<file path="src/rtl/memory_access_pkg.sv">
// Shared types and constants for the MEM pipeline stage: funct3 encodings,
// FSM state codes, byte-enable patterns and access-size helpers.
package memory_access_pkg;

   localparam int unsigned DATA_W = 32;
   localparam int unsigned BE_W   = 4;

   localparam logic [2:0] FUNCT3_LB  = 3'b000;
   localparam logic [2:0] FUNCT3_LH  = 3'b001;
   localparam logic [2:0] FUNCT3_LW  = 3'b010;
   localparam logic [2:0] FUNCT3_LBU = 3'b100;
   localparam logic [2:0] FUNCT3_LHU = 3'b101;

   typedef logic [1:0] state_t;
   localparam state_t IDLE   = 2'd0;
   localparam state_t ACCESS = 2'd1;
   localparam state_t DONE   = 2'd2;

   localparam logic [BE_W-1:0] BE_BYTE = 4'b0001;
   localparam logic [BE_W-1:0] BE_HALF = 4'b0011;
   localparam logic [BE_W-1:0] BE_WORD = 4'b1111;

   typedef enum logic [1:0] {SIZE_B, SIZE_H, SIZE_W} size_t;

   // Per-request control captured at issue, used for the load extract.
   typedef struct packed {
      logic [2:0] funct3;
      logic [1:0] offset;
   } req_ctrl_t;

   // Unknown encodings fall back to a word access.
   function automatic size_t access_size(input logic [2:0] f3);
      case (f3)
         FUNCT3_LB, FUNCT3_LBU: access_size = SIZE_B;
         FUNCT3_LH, FUNCT3_LHU: access_size = SIZE_H;
         default:               access_size = SIZE_W;
      endcase
   endfunction

   function automatic logic is_aligned(input logic [2:0] f3, input logic [1:0] offset);
      case (access_size(f3))
         SIZE_B:  is_aligned = 1'b1;
         SIZE_H:  is_aligned = (offset[0] == 1'b0);
         default: is_aligned = (offset == 2'b00);
      endcase
   endfunction

endpackage

</file>
<file path="src/rtl/memory_access_stage_if.sv">
// Data-memory request/ready bus between the MEM stage (master) and memory (slave).
interface memory_access_stage_if #(parameter int unsigned ADDR_WIDTH = 32);

   logic                  memRequest;
   logic                  memWriteEnable;
   logic [ADDR_WIDTH-1:0] memAddress;
   logic [31:0]           memWriteData;
   logic [3:0]            memByteEnable;
   logic                  memReady;
   logic [31:0]           memReadDataIn;

   modport master (
      output memRequest, memWriteEnable, memAddress, memWriteData, memByteEnable,
      input  memReady, memReadDataIn
   );

   modport slave (
      input  memRequest, memWriteEnable, memAddress, memWriteData, memByteEnable,
      output memReady, memReadDataIn
   );

endinterface

</file>
<file path="src/rtl/load_store_align.sv">
// Combinational lane logic: byte enables, store-data replication and
// load-data lane select with sign/zero extension.
module load_store_align
   import memory_access_pkg::*;
(
   input  logic [2:0]        funct3,
   input  logic [1:0]        offset,
   input  logic [DATA_W-1:0] store_data,
   input  logic [DATA_W-1:0] load_word,
   output logic [BE_W-1:0]   byte_enable_c,
   output logic [DATA_W-1:0] write_data_c,
   output logic [DATA_W-1:0] load_data_c
);

   logic [7:0]  lane_byte;
   logic [15:0] lane_half;

   assign lane_byte = 8'(load_word >> {offset, 3'b000});
   assign lane_half = offset[1] ? load_word[31:16] : load_word[15:0];

   // funct3[2] selects the unsigned load variants.
   always_comb begin
      byte_enable_c = BE_WORD;
      write_data_c  = store_data;
      load_data_c   = load_word;
      case (access_size(funct3))
         SIZE_B: begin
            byte_enable_c = BE_BYTE << offset;
            write_data_c  = {4{store_data[7:0]}};
            load_data_c   = funct3[2] ? {24'h0, lane_byte} : {{24{lane_byte[7]}}, lane_byte};
         end
         SIZE_H: begin
            byte_enable_c = BE_HALF << offset;
            write_data_c  = {2{store_data[15:0]}};
            load_data_c   = funct3[2] ? {16'h0, lane_half} : {{16{lane_half[15]}}, lane_half};
         end
         default: begin
            byte_enable_c = BE_WORD;
            write_data_c  = store_data;
            load_data_c   = load_word;
         end
      endcase
   end

endmodule

</file>
<file path="src/rtl/memory_access_stage.sv">
// RISC-V MEM stage: issues load/store requests, stalls until memory responds.
// Optional ACCESS timeout with busError pulse under MEMORY_ACCESS_TIMEOUT_EN.
module memory_access_stage
   import memory_access_pkg::*;
#(
   parameter int unsigned ADDR_WIDTH = 32
`ifdef MEMORY_ACCESS_TIMEOUT_EN
   , parameter int unsigned TIMEOUT_CYCLES = 16
`endif
) (
   input  logic                clock,
   input  logic                reset,
   input  logic                inValid,
   input  logic                memRead,
   input  logic                memWrite,
   input  logic [2:0]          funct3,
   input  logic [DATA_W-1:0]   aluResult,
   input  logic [DATA_W-1:0]   storeData,
   input  logic                writeBackFromMemoryOrAlu,
   memory_access_stage_if.master mem,
   output logic                stallPipeline,
   output logic                outValid,
   output logic [DATA_W-1:0]   memoryReadData,
   output logic [DATA_W-1:0]   aluData,
   output logic                writeBackFromMemoryOrAluOut,
   output logic                misaligned,
   output logic                busError
);

   state_t            state_q, state_d;
   logic [ADDR_WIDTH-1:0] addr_q;
   logic [BE_W-1:0]   be_q;
   logic [DATA_W-1:0] wdata_q;
   logic              we_q;
   req_ctrl_t         ctrl_q;
   logic [DATA_W-1:0] rdata_q, rdata_d;
   logic              capture_req, capture_rdata;

   logic [2:0]        align_funct3;
   logic [1:0]        align_offset;
   logic [BE_W-1:0]   be_c;
   logic [DATA_W-1:0] wdata_c, load_c;

   // Issue uses live inputs; ACCESS uses the captured request for the extract.
   assign align_funct3 = (state_q == ACCESS) ? ctrl_q.funct3 : funct3;
   assign align_offset = (state_q == ACCESS) ? ctrl_q.offset : aluResult[1:0];

   load_store_align u_align (
      .funct3        (align_funct3),
      .offset        (align_offset),
      .store_data    (storeData),
      .load_word     (mem.memReadDataIn),
      .byte_enable_c (be_c),
      .write_data_c  (wdata_c),
      .load_data_c   (load_c)
   );

   assign aluData                     = aluResult;
   assign writeBackFromMemoryOrAluOut = writeBackFromMemoryOrAlu;

   assign mem.memRequest     = (state_q == ACCESS);
   assign mem.memWriteEnable = we_q;
   assign mem.memAddress     = addr_q;
   assign mem.memWriteData   = wdata_q;
   assign mem.memByteEnable  = be_q;

`ifdef MEMORY_ACCESS_TIMEOUT_EN
   localparam int unsigned CNT_W = $clog2(TIMEOUT_CYCLES + 1);
   logic [CNT_W-1:0] cnt_q;
   logic             bus_error_q, bus_error_d, timeout_c;

   assign timeout_c = (cnt_q == CNT_W'(TIMEOUT_CYCLES - 1)) && !mem.memReady;
   assign busError  = bus_error_q;
`else
   assign busError = 1'b0;
`endif

   always_ff @(posedge clock) begin
      if (reset) state_q <= IDLE;
      else       state_q <= state_d;
   end

   always_comb begin
      state_d        = state_q;
      stallPipeline  = 1'b0;
      outValid       = 1'b0;
      memoryReadData = '0;
      misaligned     = 1'b0;
      capture_req    = 1'b0;
      capture_rdata  = 1'b0;
      rdata_d        = '0;
`ifdef MEMORY_ACCESS_TIMEOUT_EN
      bus_error_d    = 1'b0;
`endif
      case (state_q)
         IDLE: begin
            if (inValid) begin
               if (memRead || memWrite) begin
                  if (!is_aligned(funct3, aluResult[1:0])) begin
                     misaligned = 1'b1;
                     outValid   = 1'b1;
                  end else begin
                     stallPipeline = 1'b1;
                     capture_req   = 1'b1;
                     state_d       = ACCESS;
                  end
               end else begin
                  outValid = 1'b1;
               end
            end
         end
         ACCESS: begin
            stallPipeline = 1'b1;
            if (mem.memReady) begin
               capture_rdata = 1'b1;
               rdata_d       = we_q ? '0 : load_c;
               state_d       = DONE;
            end
`ifdef MEMORY_ACCESS_TIMEOUT_EN
            else if (timeout_c) begin
               capture_rdata = 1'b1;
               bus_error_d   = 1'b1;
               state_d       = DONE;
            end
`endif
         end
         DONE: begin
            outValid       = 1'b1;
            memoryReadData = rdata_q;
            state_d        = IDLE;
         end
         default: state_d = IDLE;
      endcase
   end

   // Request and response capture registers.
   always_ff @(posedge clock) begin
      if (reset) begin
         addr_q  <= '0;
         be_q    <= '0;
         wdata_q <= '0;
         we_q    <= 1'b0;
         ctrl_q  <= '0;
         rdata_q <= '0;
      end else begin
         if (capture_req) begin
            addr_q  <= ADDR_WIDTH'({aluResult[DATA_W-1:2], 2'b00});
            be_q    <= be_c;
            wdata_q <= wdata_c;
            we_q    <= memWrite;
            ctrl_q  <= '{funct3: funct3, offset: aluResult[1:0]};
         end
         if (capture_rdata) rdata_q <= rdata_d;
      end
   end

`ifdef MEMORY_ACCESS_TIMEOUT_EN
   always_ff @(posedge clock) begin
      if (reset) begin
         cnt_q       <= '0;
         bus_error_q <= 1'b0;
      end else begin
         bus_error_q <= bus_error_d;
         if (capture_req)
            cnt_q <= '0;
         else if (state_q == ACCESS && !mem.memReady)
            cnt_q <= cnt_q + CNT_W'(1);
      end
   end
`endif

endmodule
</file>
<file path="src/flat_wrapper.sv">
// flat-port wrapper written by rule: the top's interface ports become plain ports
module memory_access_stage_flat import memory_access_pkg::*;
#(
   parameter int unsigned ADDR_WIDTH = 32

)
  (clock, reset, inValid, memRead, memWrite, funct3, aluResult, storeData, writeBackFromMemoryOrAlu, stallPipeline, outValid, memoryReadData, aluData, writeBackFromMemoryOrAluOut, misaligned, busError, mem_memRequest, mem_memWriteEnable, mem_memAddress, mem_memWriteData, mem_memByteEnable, mem_memReady, mem_memReadDataIn);
  memory_access_stage_if #(.ADDR_WIDTH(ADDR_WIDTH)) mem_i ();
  input  logic clock;
  input  logic reset;
  input  logic inValid;
  input  logic memRead;
  input  logic memWrite;
  input  logic [2:0] funct3;
  input  logic [DATA_W-1:0] aluResult;
  input  logic [DATA_W-1:0] storeData;
  input  logic writeBackFromMemoryOrAlu;
  output logic stallPipeline;
  output logic outValid;
  output logic [DATA_W-1:0] memoryReadData;
  output logic [DATA_W-1:0] aluData;
  output logic writeBackFromMemoryOrAluOut;
  output logic misaligned;
  output logic busError;
  output wire logic [$bits(mem_i.memRequest)-1:0] mem_memRequest;
  output wire logic [$bits(mem_i.memWriteEnable)-1:0] mem_memWriteEnable;
  output wire logic [$bits(mem_i.memAddress)-1:0] mem_memAddress;
  output wire logic [$bits(mem_i.memWriteData)-1:0] mem_memWriteData;
  output wire logic [$bits(mem_i.memByteEnable)-1:0] mem_memByteEnable;
  input wire logic [$bits(mem_i.memReady)-1:0] mem_memReady;
  input wire logic [$bits(mem_i.memReadDataIn)-1:0] mem_memReadDataIn;
  assign mem_memRequest = mem_i.memRequest;
  assign mem_memWriteEnable = mem_i.memWriteEnable;
  assign mem_memAddress = mem_i.memAddress;
  assign mem_memWriteData = mem_i.memWriteData;
  assign mem_memByteEnable = mem_i.memByteEnable;
  assign mem_i.memReady = mem_memReady;
  assign mem_i.memReadDataIn = mem_memReadDataIn;
  memory_access_stage #(.ADDR_WIDTH(ADDR_WIDTH)) u_core (.clock(clock), .reset(reset), .inValid(inValid), .memRead(memRead), .memWrite(memWrite), .funct3(funct3), .aluResult(aluResult), .storeData(storeData), .writeBackFromMemoryOrAlu(writeBackFromMemoryOrAlu), .mem(mem_i), .stallPipeline(stallPipeline), .outValid(outValid), .memoryReadData(memoryReadData), .aluData(aluData), .writeBackFromMemoryOrAluOut(writeBackFromMemoryOrAluOut), .misaligned(misaligned), .busError(busError));
endmodule
</file>
<file path="config.mk">
export PLATFORM = sky130hd
export DESIGN_NAME = memory_access_stage_flat
export DESIGN_NICKNAME = d
export VERILOG_FILES = /design/src/rtl/memory_access_pkg.sv /design/src/rtl/memory_access_stage_if.sv /design/src/rtl/load_store_align.sv /design/src/rtl/memory_access_stage.sv /design/src/flat_wrapper.sv
export SDC_FILE = /design/constraint.sdc
export NUM_CORES = 1
export LEC_CHECK = 0
export BUFFER_PORTS_ARGS = -buffer_cell sky130_fd_sc_hd__buf_2
export CORE_MARGIN = 4
export CORE_UTILIZATION = 47
export CTS_CLUSTER_DIAMETER = 150
export CTS_CLUSTER_SIZE = 14
export DETAILED_ROUTE_END_ITERATION = 8
export PLACE_DENSITY_LB_ADDON = 0.3
export SLEW_MARGIN = 30
export SYNTH_ARGS = -nofsm -noshare
export SYNTH_HDL_FRONTEND = slang
export SYNTH_SLANG_ARGS = --single-unit
</file>
<file path="constraint.sdc">
create_clock -name clock -period 2.8 [get_ports clock]
set_clock_uncertainty 0.2 [all_clocks]
set_input_delay 0.56 -clock clock [delete_from_list [all_inputs] [get_ports clock]]
set_output_delay 0.56 -clock clock [all_outputs]
set_load 0.1 [all_outputs]
</file>
Yosys cells after proc, flatten, opt, wreduce, memory -nomap -nowiden --
Index checks and enable logic that the tools add are counted.
Word-level totals: input bits 106, register bits after elaboration 106, logic and storage cells 78, output and inout bits 139
Operators by class: multiplexer cells 40, reduce and logical (&&, ||, !) cells 12, shift-type cells 3, bitwise logic cells 1, eq/ne operators 14
Operators by type and width (count):
- two-way mux 32 bit | 6
- case mux 32 bit (2 select lines) | 2
- right shift 32 x 5 -> 8 bit | 1
- two-way mux 16 bit | 1
- two-way mux 2 bit | 8
- two-way mux 1 bit | 15
- equality test 3 bit, second input constant | 4
- case mux 2 bit (2 select lines) | 3
- zero test 2 bit | 4
- case mux 4 bit (2 select lines) | 1
- OR reduction 2 bit | 4
- equality test 2 x 1 -> 1 bit, second input constant | 3
- equality test 3 x 1 -> 1 bit, second input constant | 2
- zero test 3 bit | 2
- != test 2 x 1 -> 1 bit, second input constant | 3
- case mux 1 bit (2 select lines) | 3
- AND reduction 4 bit | 1
- left shift 1 x 2 -> 4 bit, first input constant | 1
- left shift 2 x 2 -> 4 bit, first input constant | 1
- two-way mux 3 bit | 1
- equality test 2 bit, second input constant | 1
- != test 2 bit, second input constant | 1
- logical OR 1 bit | 1
- NOT 1 bit | 1

Logic depth before layout (Yosys ltp) --
Gate-level depths: netlist of the first run.
word-level depth 15, mapped depth 9, depth with buffers taken out 6

Modules after synthesis --
A second synthesis of the first run with hierarchy kept.
Second synthesis, totals: cell total of the unflattened synthesis 682, area, all modules 6302.3 um^2
By module, submodules not included:
- memory_access_stage | area each 4989.8 um^2, instances 1, cells an instance 493, sequential area each 2122.0 um^2
- load_store_align | area each 1312.5 um^2, instances 1, cells an instance 189, sequential area each 0.0 um^2

Least setup slack after synthesis of the first run --
Ideal clock, no wire load.
path kind in2out, start point in aluResult[0], end point out outValid, path buffers 0, path slack -0.212 ns, required time 2.040 ns, data arrival time 2.252 ns, stages 4, path through a21oi_1 -> nor2_1 -> nor2_1 -> o21bai_1
On the way: longest elaborated chain between the ends 9
Ends and longest elaborated chain:
- from (decl) | line flat_wrapper.sv:15 | input logic [DATA_W-1:0] aluResult;
- zero test 2 bit or NOT 1 bit (tied branches) | line memory_access_pkg.sv:44, memory_access_pkg.sv:43
- case mux 1 bit (2 select lines) * | line memory_access_pkg.sv:41 | case (access_size(f3))
- two-way mux 1 bit * | line memory_access_stage.sv:98 | if (memRead || memWrite) begin
- two-way mux 1 bit * | line memory_access_stage.sv:97 | if (inValid) begin
- two-way mux 1 bit * | line memory_access_stage.sv:95 | case (state_q)
- two-way mux 1 bit * | line memory_access_stage.sv:99 | if (!is_aligned(funct3, aluResult[1:0])) begin
- two-way mux 1 bit * | line memory_access_stage.sv:98
- two-way mux 1 bit * | line memory_access_stage.sv:97
- case mux 1 bit (2 select lines) * | line memory_access_stage.sv:95
- to (decl) | line flat_wrapper.sv:19 | output logic outValid;
Every way passes the cells marked *; elsewhere a longest branch is shown, timed or not. The select of a mux whose other input is x is not followed.

Final worst setup path of the first run --
start point reg u_core.state_q[1], end point reg u_core.rdata_q[13]
On the way: longest elaborated chain between the ends 10
Ends and longest elaborated chain:
- from (decl) | line memory_access_stage.sv:30 | state_t state_q, state_d;
- from (signal assigned) | line memory_access_stage.sv:80 | else state_q <= state_d;
- equality test 2 x 1 -> 1 bit * | line memory_access_stage.sv:45, memory_access_stage.sv:46, memory_access_stage.sv:95
- two-way mux 3 bit | line memory_access_stage.sv:45 | assign align_funct3 = (state_q == ACCESS) ? ctrl_q.funct3 : funct3;
- equality test 3 x 1 -> 1 bit (tied with other cells) | line memory_access_pkg.sv:33 | case (f3)
- OR reduction 2 bit | line memory_access_pkg.sv:33
- case mux 2 bit (2 select lines) | line memory_access_pkg.sv:33
- equality test 2 x 1 -> 1 bit or zero test 2 bit (tied branches) | line load_store_align.sv:26 | case (access_size(funct3))
- case mux 32 bit (2 select lines) | line load_store_align.sv:26
- two-way mux 32 bit | line memory_access_stage.sv:116 | rdata_d = we_q ? '0 : load_c;
- two-way mux 32 bit | line memory_access_stage.sv:114 | if (mem.memReady) begin
- two-way mux 32 bit | line memory_access_stage.sv:95
- to (signal assigned) | line memory_access_stage.sv:153 | if (capture_rdata) rdata_q <= rdata_d;
- to (decl) | line memory_access_stage.sv:36 | logic [DATA_W-1:0] rdata_q, rdata_d;
Every way passes the cells marked *; elsewhere a longest branch is shown, timed or not. A chain may end at the register's enable or synchronous reset.

==> reports/metrics.yaml, run 1 <==
cells_and_area:
  top_library_cells_by_usage_in_the_layout_fill_and_taps_aside: "sky130_fd_sc_hd__buf_2 (205), sky130_fd_sc_hd__nand2_1 (138), sky130_fd_sc_hd__dfxtp_1 (106)"
  design.final.nets: 916
  mostFrequentLayoutCell: "sky130_fd_sc_hd__buf_2"
  layout-drive-gt1-share_pct: 36.44
  regArea_mm2: 0.002122
  syn_to_final_growth_pct: 33.63
  fill_cells: 895
  final_cell_area_mm2: 0.006860
  multi_input_comb_area_mm2: 0.002529
pwr:
  pwr-share-comb_pct: 34.1
  p_seq_share_pct: 42.8
  power_report.internal_total_mw: 2.210
  power_density_mw_per_mm2: 555.1
  power.static_leakage_nw: 2.959
  net-switching-power_mw: 1.598
  share_clk_of_total_power_pct: 23.2
  peakVddDrop_mv: 0.3013
  switching_share_pct: 41.96
timing:
  final-setup-viol-count: 0
  layout_min_cycle_time_ns: 2.669
  hold_slack_ns: 0.2318
  setup_total_negative_slack_ns: 0
  final_hold_viol_count: 0
  grt_setup_unrepaired: "false"
  drv_slew: 0
  tightest_slew_ns: 0.7528
  tcrit_tclk_final_pct: 95.32
  slew_headroom_pct: 49.51
  fmax_ghz: 0.3747
worst_setup_path:
  critPathCaptureType: "register"
  crit_fanout: 12
  crit_path_max_incr_delay_ns: 0.46
  crit_chain: "nand2b_1 -> buf_4 -> inv_2 -> nand2_1 -> nor2_1 -> o21ai_0 -> a221oi_1"
  required_ns: 2.85
  worst-setup-path-type: "register to register"
  cp.arrival_ns: 2.72
  worst_setup_path_start_kind: "register"
  crit_path_top_delay_cell: "sky130_fd_sc_hd__nor2_1"
drt:
  detail_route.drc_violations: 0
  postRouteAntennaNets: 0
  drt_first_iter_violations: 517
  post_drt_wl_per_cell_um: 17.83
  routedLengthMet1_mm: 6.554
  topRoutingLayerUsed: "met4"
  vias: 5447
  route.met2.wl_mm: 8.287
  postRouteWirelength_mm: 16.97
  met3RoutedLength_mm: 1.711
  viasPerCell: 5.722
  detail_route.first_pass.iterations: 6
synthesis:
  yosys-top-cells-area: "sky130_fd_sc_hd__dfxtp_1 (41%), sky130_fd_sc_hd__nand2_1 (10%), sky130_fd_sc_hd__a21oi_1 (5.7%)"
  synth-seq-area-share_pct: 41.34
  synth_warnings: 0
  ys_ff_latch: 106
  synthDistinctLibCells: 52
  synthesis.area_mm2: 0.005134
  avgSynthCellArea_um2: 8.227
  synth_cells: 624
  synth.largest_area_cell: "sky130_fd_sc_hd__dfxtp_1"
  synth_top_area_share_pct: 41.34
clocking:
  tritoncts_clock_tree: "done"
  insertion_delay_ns: 0.36
  numClockSinks: 106
  clock_tree.htree_level_count: 3
  cts_max_path_buffers: 2
  post_cts_resized: 0
  cts-hold-fix-buffers: 0
  clock_tree.root_cell: "sky130_fd_sc_hd__clkbuf_8"
  cts_made_buffers: 9
  cts.clk_slew.worst_paths_ns: 0.11
  cts.repair_timing.setup_buffer_count: 0
global_routing:
  grt_remaining_overflow: 0
  grt_first_pass_wirelength_mm: 27.04
  grt_antenna_before_repair: 0
  grt_usage_pct: 25.81
  pin_count_of_the_biggest_net_entering_global_routing: 84
  vias_in_the_first_global_route: 5361
job:
  drv.max_cap_violation_count: 0
floorplanning:
  design.core.area_mm2: 0.01046
  placementRows: 37
  design.die.area_mm2: 0.01266
  io_pins: 245
  initial_standard_cell_utilization_of_the_core_pct: 49.07
  chipWidth_um: 112.5
  chipHeight_um: 112.5
place:
  dpl.hpwl_mm: 12.82
  finalWeightedCongestion: 0.9053
  io_buffers: 239
  dpl-instance-area_mm2: 0.006679
status:
  outcome: "finished clean"
hold_path:
  min-delay-path-class: "input port to register"
==> worst max-delay path: cells and delay by family, from the launching register on <==
family          cells  cell delay (ns)
compound gates      2             0.54
simple gates        3             1.04
buf+inv             2             0.40
flops               1             0.38
==> layer usage <==
layer  track usage (%)  vias to the layer above
li1                  -                     2532
met5                 0                        -
met1             31.89                     2528
met3             5.768                       37
met4             9.776                        0
met2             43.90                      350
==> kinds of logic after synthesis <==
family,share of synthesized area (%)
DFF,41.34
muxes,2.584
other,0.07305
buffers and inverters,9.944
and+or+nand+nor,20.33
AOI/OAI and AO/OA,25.74
==> registers in the layout (all words and copies together) (netlist names) <==
| signal | count |
|---|---|
| u_core.mem.memAddress | 30 |
| u_core.ctrl_q | 5 |
| u_core.rdata_q | 32 |
| u_core.mem.memWriteEnable | 1 |
| u_core.mem.memByteEnable | 4 |
| u_core.mem.memWriteData | 32 |
| u_core.state_q | 2 |
==> synthesized netlist by cell type (all sizes together) <==
| library cell | instances |
|---|---|
| or3 | 1 |
| nand2b | 10 |
| a21oi | 58 |
| nand2 | 138 |
| o211ai | 23 |
| and3 | 1 |
| buf | 47 |
| nor2b | 1 |
| a31o | 1 |
| mux2i | 2 |
| o21bai | 1 |
| nor4bb | 1 |
| mux2 | 10 |
| nor2 | 35 |
| or4b | 1 |
| conb | 1 |
| nand3b | 2 |
| or2 | 1 |
| a311oi | 9 |
| nand4 | 1 |
| inv | 7 |
| nor3b | 1 |
| dfxtp | 106 |
| o31ai | 2 |
| o31a | 1 |
| o32a | 7 |
| a21boi | 8 |
| a32oi | 1 |
| nor3 | 4 |
| o21ai | 29 |
| a211oi | 17 |
| o221ai | 1 |
| a222oi | 8 |
| a2111oi | 1 |
| a31oi | 4 |
| a221oi | 8 |
| and2 | 33 |
| nor4 | 1 |
| clkbuf | 34 |
| a32o | 7 |
==> stage by stage <==
stage                     util, %  power [mW]  setup slack (ns)  instances
final                       65.57       3.808            0.1310        952
after detailed placement    63.84       2.953            0.2103        935
after global routing        65.55       3.963           0.02552        951
after global placement      63.84       2.931            0.3497        935
after floorplan                 -       2.697            0.1521        626
after CTS                   65.55       3.821            0.1769        951
==> worst paths after layout <==
check / from / end / slack (ns) / cells past startpoint
worst max register to register: u_core.state_q[1] / u_core.rdata_q[13] / 0.13 / 7
worst max-delay path: u_core.state_q[1] / u_core.rdata_q[13] / 0.13 / 7
worst min-delay path: aluResult[26] / u_core.mem.memAddress[26] / 0.23 / 3
worst min register to register: u_core.mem.memAddress[17] / u_core.mem.memAddress[17] / 0.26 / 2
==> area by class of cell <==
cell class,count,area share (%)
multi-input cells,432,36.86
flip-flops and latches,106,30.93
repair buffers,254,26.70
well taps,136,2.480
clock buffers,12,2.116
clock inverters,4,0.4924
inverters,7,0.3830
diodes,1,0.03648
==> power by group through the flow <==
stage	Sequential, mW	Combinational, mW	Clock [mW]
2_1_floorplan	2.09	0.612	0
3_5_place_dp	1.66	1.29	0
4_1_cts	1.63	1.29	0.900
5_1_grt	1.64	1.36	0.964
3_3_place_gp	1.66	1.27	0
6_report	1.63	1.30	0.882
(Power assumes the default switching activity.)
==> run 2, diff against run 1 <==
==> constraint.sdc (replaced) <==
create_clock -name clock -period 2.8 [get_ports clock]
set_clock_uncertainty 0.2 [all_clocks]
set_input_delay 0.42 -clock clock [delete_from_list [all_inputs] [get_ports clock]]
set_output_delay 0.42 -clock clock [all_outputs]
set_load 0.1 [all_outputs]
==> reports/metrics.yaml, run 2 (synthesized netlist as in run 1, its figures left out) <==
pwr:
  net-switching-power_mw: 1.628  # +1.9%
  p_seq_share_pct: 42.5  # -0.3 points
  power.static_leakage_nw: 2.935  # -0.80%
  report.power.total_mw: 3.833  # +0.65%
  pwr-share-comb_pct: 33.8  # -0.3 points
  share_clk_of_total_power_pct: 23.7  # +0.5 points
  power_density_mw_per_mm2: 558.8  # +0.67%
  switching_share_pct: 42.48  # +0.52 points
  power_report.internal_total_mw: 2.205  # -0.25%
  peakVddDrop_mv: 0.3311  # +9.9%
clocking:
  cts.clk_slew.worst_paths_ns: 0.11  # about the same
  clock_tree.htree_level_count: 3  # unchanged
  clock_tree.root_cell: "sky130_fd_sc_hd__clkbuf_8"
  cts_made_buffers: 9  # unchanged
  numClockSinks: 106  # unchanged
  cts-hold-fix-buffers: 0  # unchanged
  insertion_delay_ns: 0.37  # about the same
  tritoncts_clock_tree: "done"
  cts_max_path_buffers: 2  # unchanged
worst_setup_path:
  worst_setup_path_start_kind: "register"
  required_ns: 2.92  # +0.07 ns
  critPathCaptureType: "register"
  worst-setup-path-type: "register to register"
  rrSetupSlack_ns: 0.14  # about the same
  cp.arrival_ns: 2.78  # +0.06 ns
  crit_fanout: 7  # -5
timing:
  worst_slack_ns: 0.1409  # +0.009838 ns
  fmax_ghz: 0.3761  # +0.37%
  tcrit_tclk_final_pct: 94.97  # -0.35 points
  tightest_slew_ns: 0.7270  # -0.02577 ns
  setup_total_negative_slack_ns: 0  # unchanged
  grt_setup_unrepaired: "false"
  final-setup-viol-count: 0  # unchanged
  hold_slack_ns: 0.07507  # -0.1567 ns
  final_hold_viol_count: 0  # unchanged
  drv_slew: 0  # unchanged
  layout_min_cycle_time_ns: 2.659  # -0.009838 ns
  slew_headroom_pct: 51.24  # +1.7 points
drt:
  postRouteWirelength_mm: 17.05  # +0.47%
  viasPerCell: 5.654  # -1.2%
  vias: 5377  # -1.3%
  detail_route.drc_violations: 0  # unchanged
  drt_first_iter_violations: 565  # +9.3%
  postRouteAntennaNets: 0  # unchanged
  post_drt_wl_per_cell_um: 17.93  # +0.58%
  detail_route.first_pass.iterations: 8  # +2
floorplanning:
  initial_standard_cell_utilization_of_the_core_pct: 49.07  # unchanged
  design.die.area_mm2: 0.01266  # unchanged
  chipHeight_um: 112.5  # unchanged
  placementRows: 37  # unchanged
  design.core.area_mm2: 0.01046  # unchanged
  io_pins: 245  # unchanged
  chipWidth_um: 112.5  # unchanged
cells_and_area:
  multi_input_comb_area_mm2: 0.002536  # +0.30%
  mostFrequentLayoutCell: "sky130_fd_sc_hd__buf_2"
  layout-drive-gt1-share_pct: 36.69  # +0.25 points
  top_library_cells_by_usage_in_the_layout_fill_and_taps_aside: "sky130_fd_sc_hd__buf_2 (206), sky130_fd_sc_hd__nand2_1 (138), sky130_fd_sc_hd__dfxtp_1 (106)"
  fin_cells: 951  # -0.11%
  final_cell_area_mm2: 0.006859  # about the same
  syn_to_final_growth_pct: 33.61  # about the same
  regArea_mm2: 0.002122  # unchanged
  postLayoutCoreUtil_pct: 65.56  # about the same
  total_inserted_antenna_cells: 0  # -1
  design.final.nets: 916  # unchanged
  fill_cells: 919  # +2.7%
place:
  dp.cells: 935  # unchanged
  io_buffers: 239  # unchanged
  dp_slack_ns: 0.1849  # -0.02545 ns
  dpl.hpwl_mm: 12.97  # +1.2%
  dpl-instance-area_mm2: 0.006660  # -0.28%
  finalWeightedCongestion: 0.9222  # +1.9%
global_routing:
  grt_usage_pct: 25.83  # about the same
  grt_first_pass_wirelength_mm: 26.92  # -0.44%
  pin_count_of_the_biggest_net_entering_global_routing: 59  # -30%
  vias_in_the_first_global_route: 5378  # +0.32%
  grt_antenna_before_repair: 1  # +1
  grt_remaining_overflow: 0  # unchanged
job:
  drv.max_cap_violation_count: 0  # unchanged
hold_path:
  min-delay-path-class: "input port to register"
status:
  outcome: "finished clean"
## run 2: layout make-up
class                      count  share of cell area [%]
tap                          136                   2.481
timing repair buffer         254                   26.49
clock inverter                 6                  0.7297
sequential                   106                   30.94
clock buffer                  10                   2.007
inverter                       7                  0.3831
multi-input combinational    432                   36.98
## run 2: final timing paths
kind | startpoint | depth (start not counted) | to
hold / removal | aluResult[26] | 3 | u_core.mem.memAddress[26]
hold reg to reg | u_core.mem.memAddress[9] | 2 | u_core.mem.memAddress[9]
setup reg to reg | u_core.state_q[1] | 6 | u_core.rdata_q[6]
setup / recovery | u_core.state_q[1] | 6 | u_core.rdata_q[6]
## run 2: power by group through the flow
stage | clock (mW) | sequential (mW) | combinational [mW]
5_1_grt | 0.984 | 1.64 | 1.35
2_1_floorplan | 0 | 2.09 | 0.611
3_5_place_dp | 0 | 1.66 | 1.29
6_report | 0.907 | 1.63 | 1.30
3_3_place_gp | 0 | 1.66 | 1.27
4_1_cts | 0.923 | 1.63 | 1.29
## run 2: metal layers
metal	GRT usage [%]	wire length [um]	vias up
met4	11.54	498	2
li1	-	-	2527
met5	0	13	-
met1	30.71	6567	2482
met2	44.30	8334	319
met3	6.038	1639	47
## run 2: what timing repair did
item                       CTS  global route
setup endpoints to repair    0             6
buffers inserted             0             0
gates resized for setup      0             2
## run 2: worst max-delay path, cell delays in order (launching register included)
cell and delay, ns:
sky130_fd_sc_hd__dfxtp_1 0.46, sky130_fd_sc_hd__nand2b_1 0.39, sky130_fd_sc_hd__buf_4 0.22, sky130_fd_sc_hd__mux2_2 0.41
sky130_fd_sc_hd__a21oi_1 0.51, sky130_fd_sc_hd__o32a_1 0.27, sky130_fd_sc_hd__a32o_1 0.16
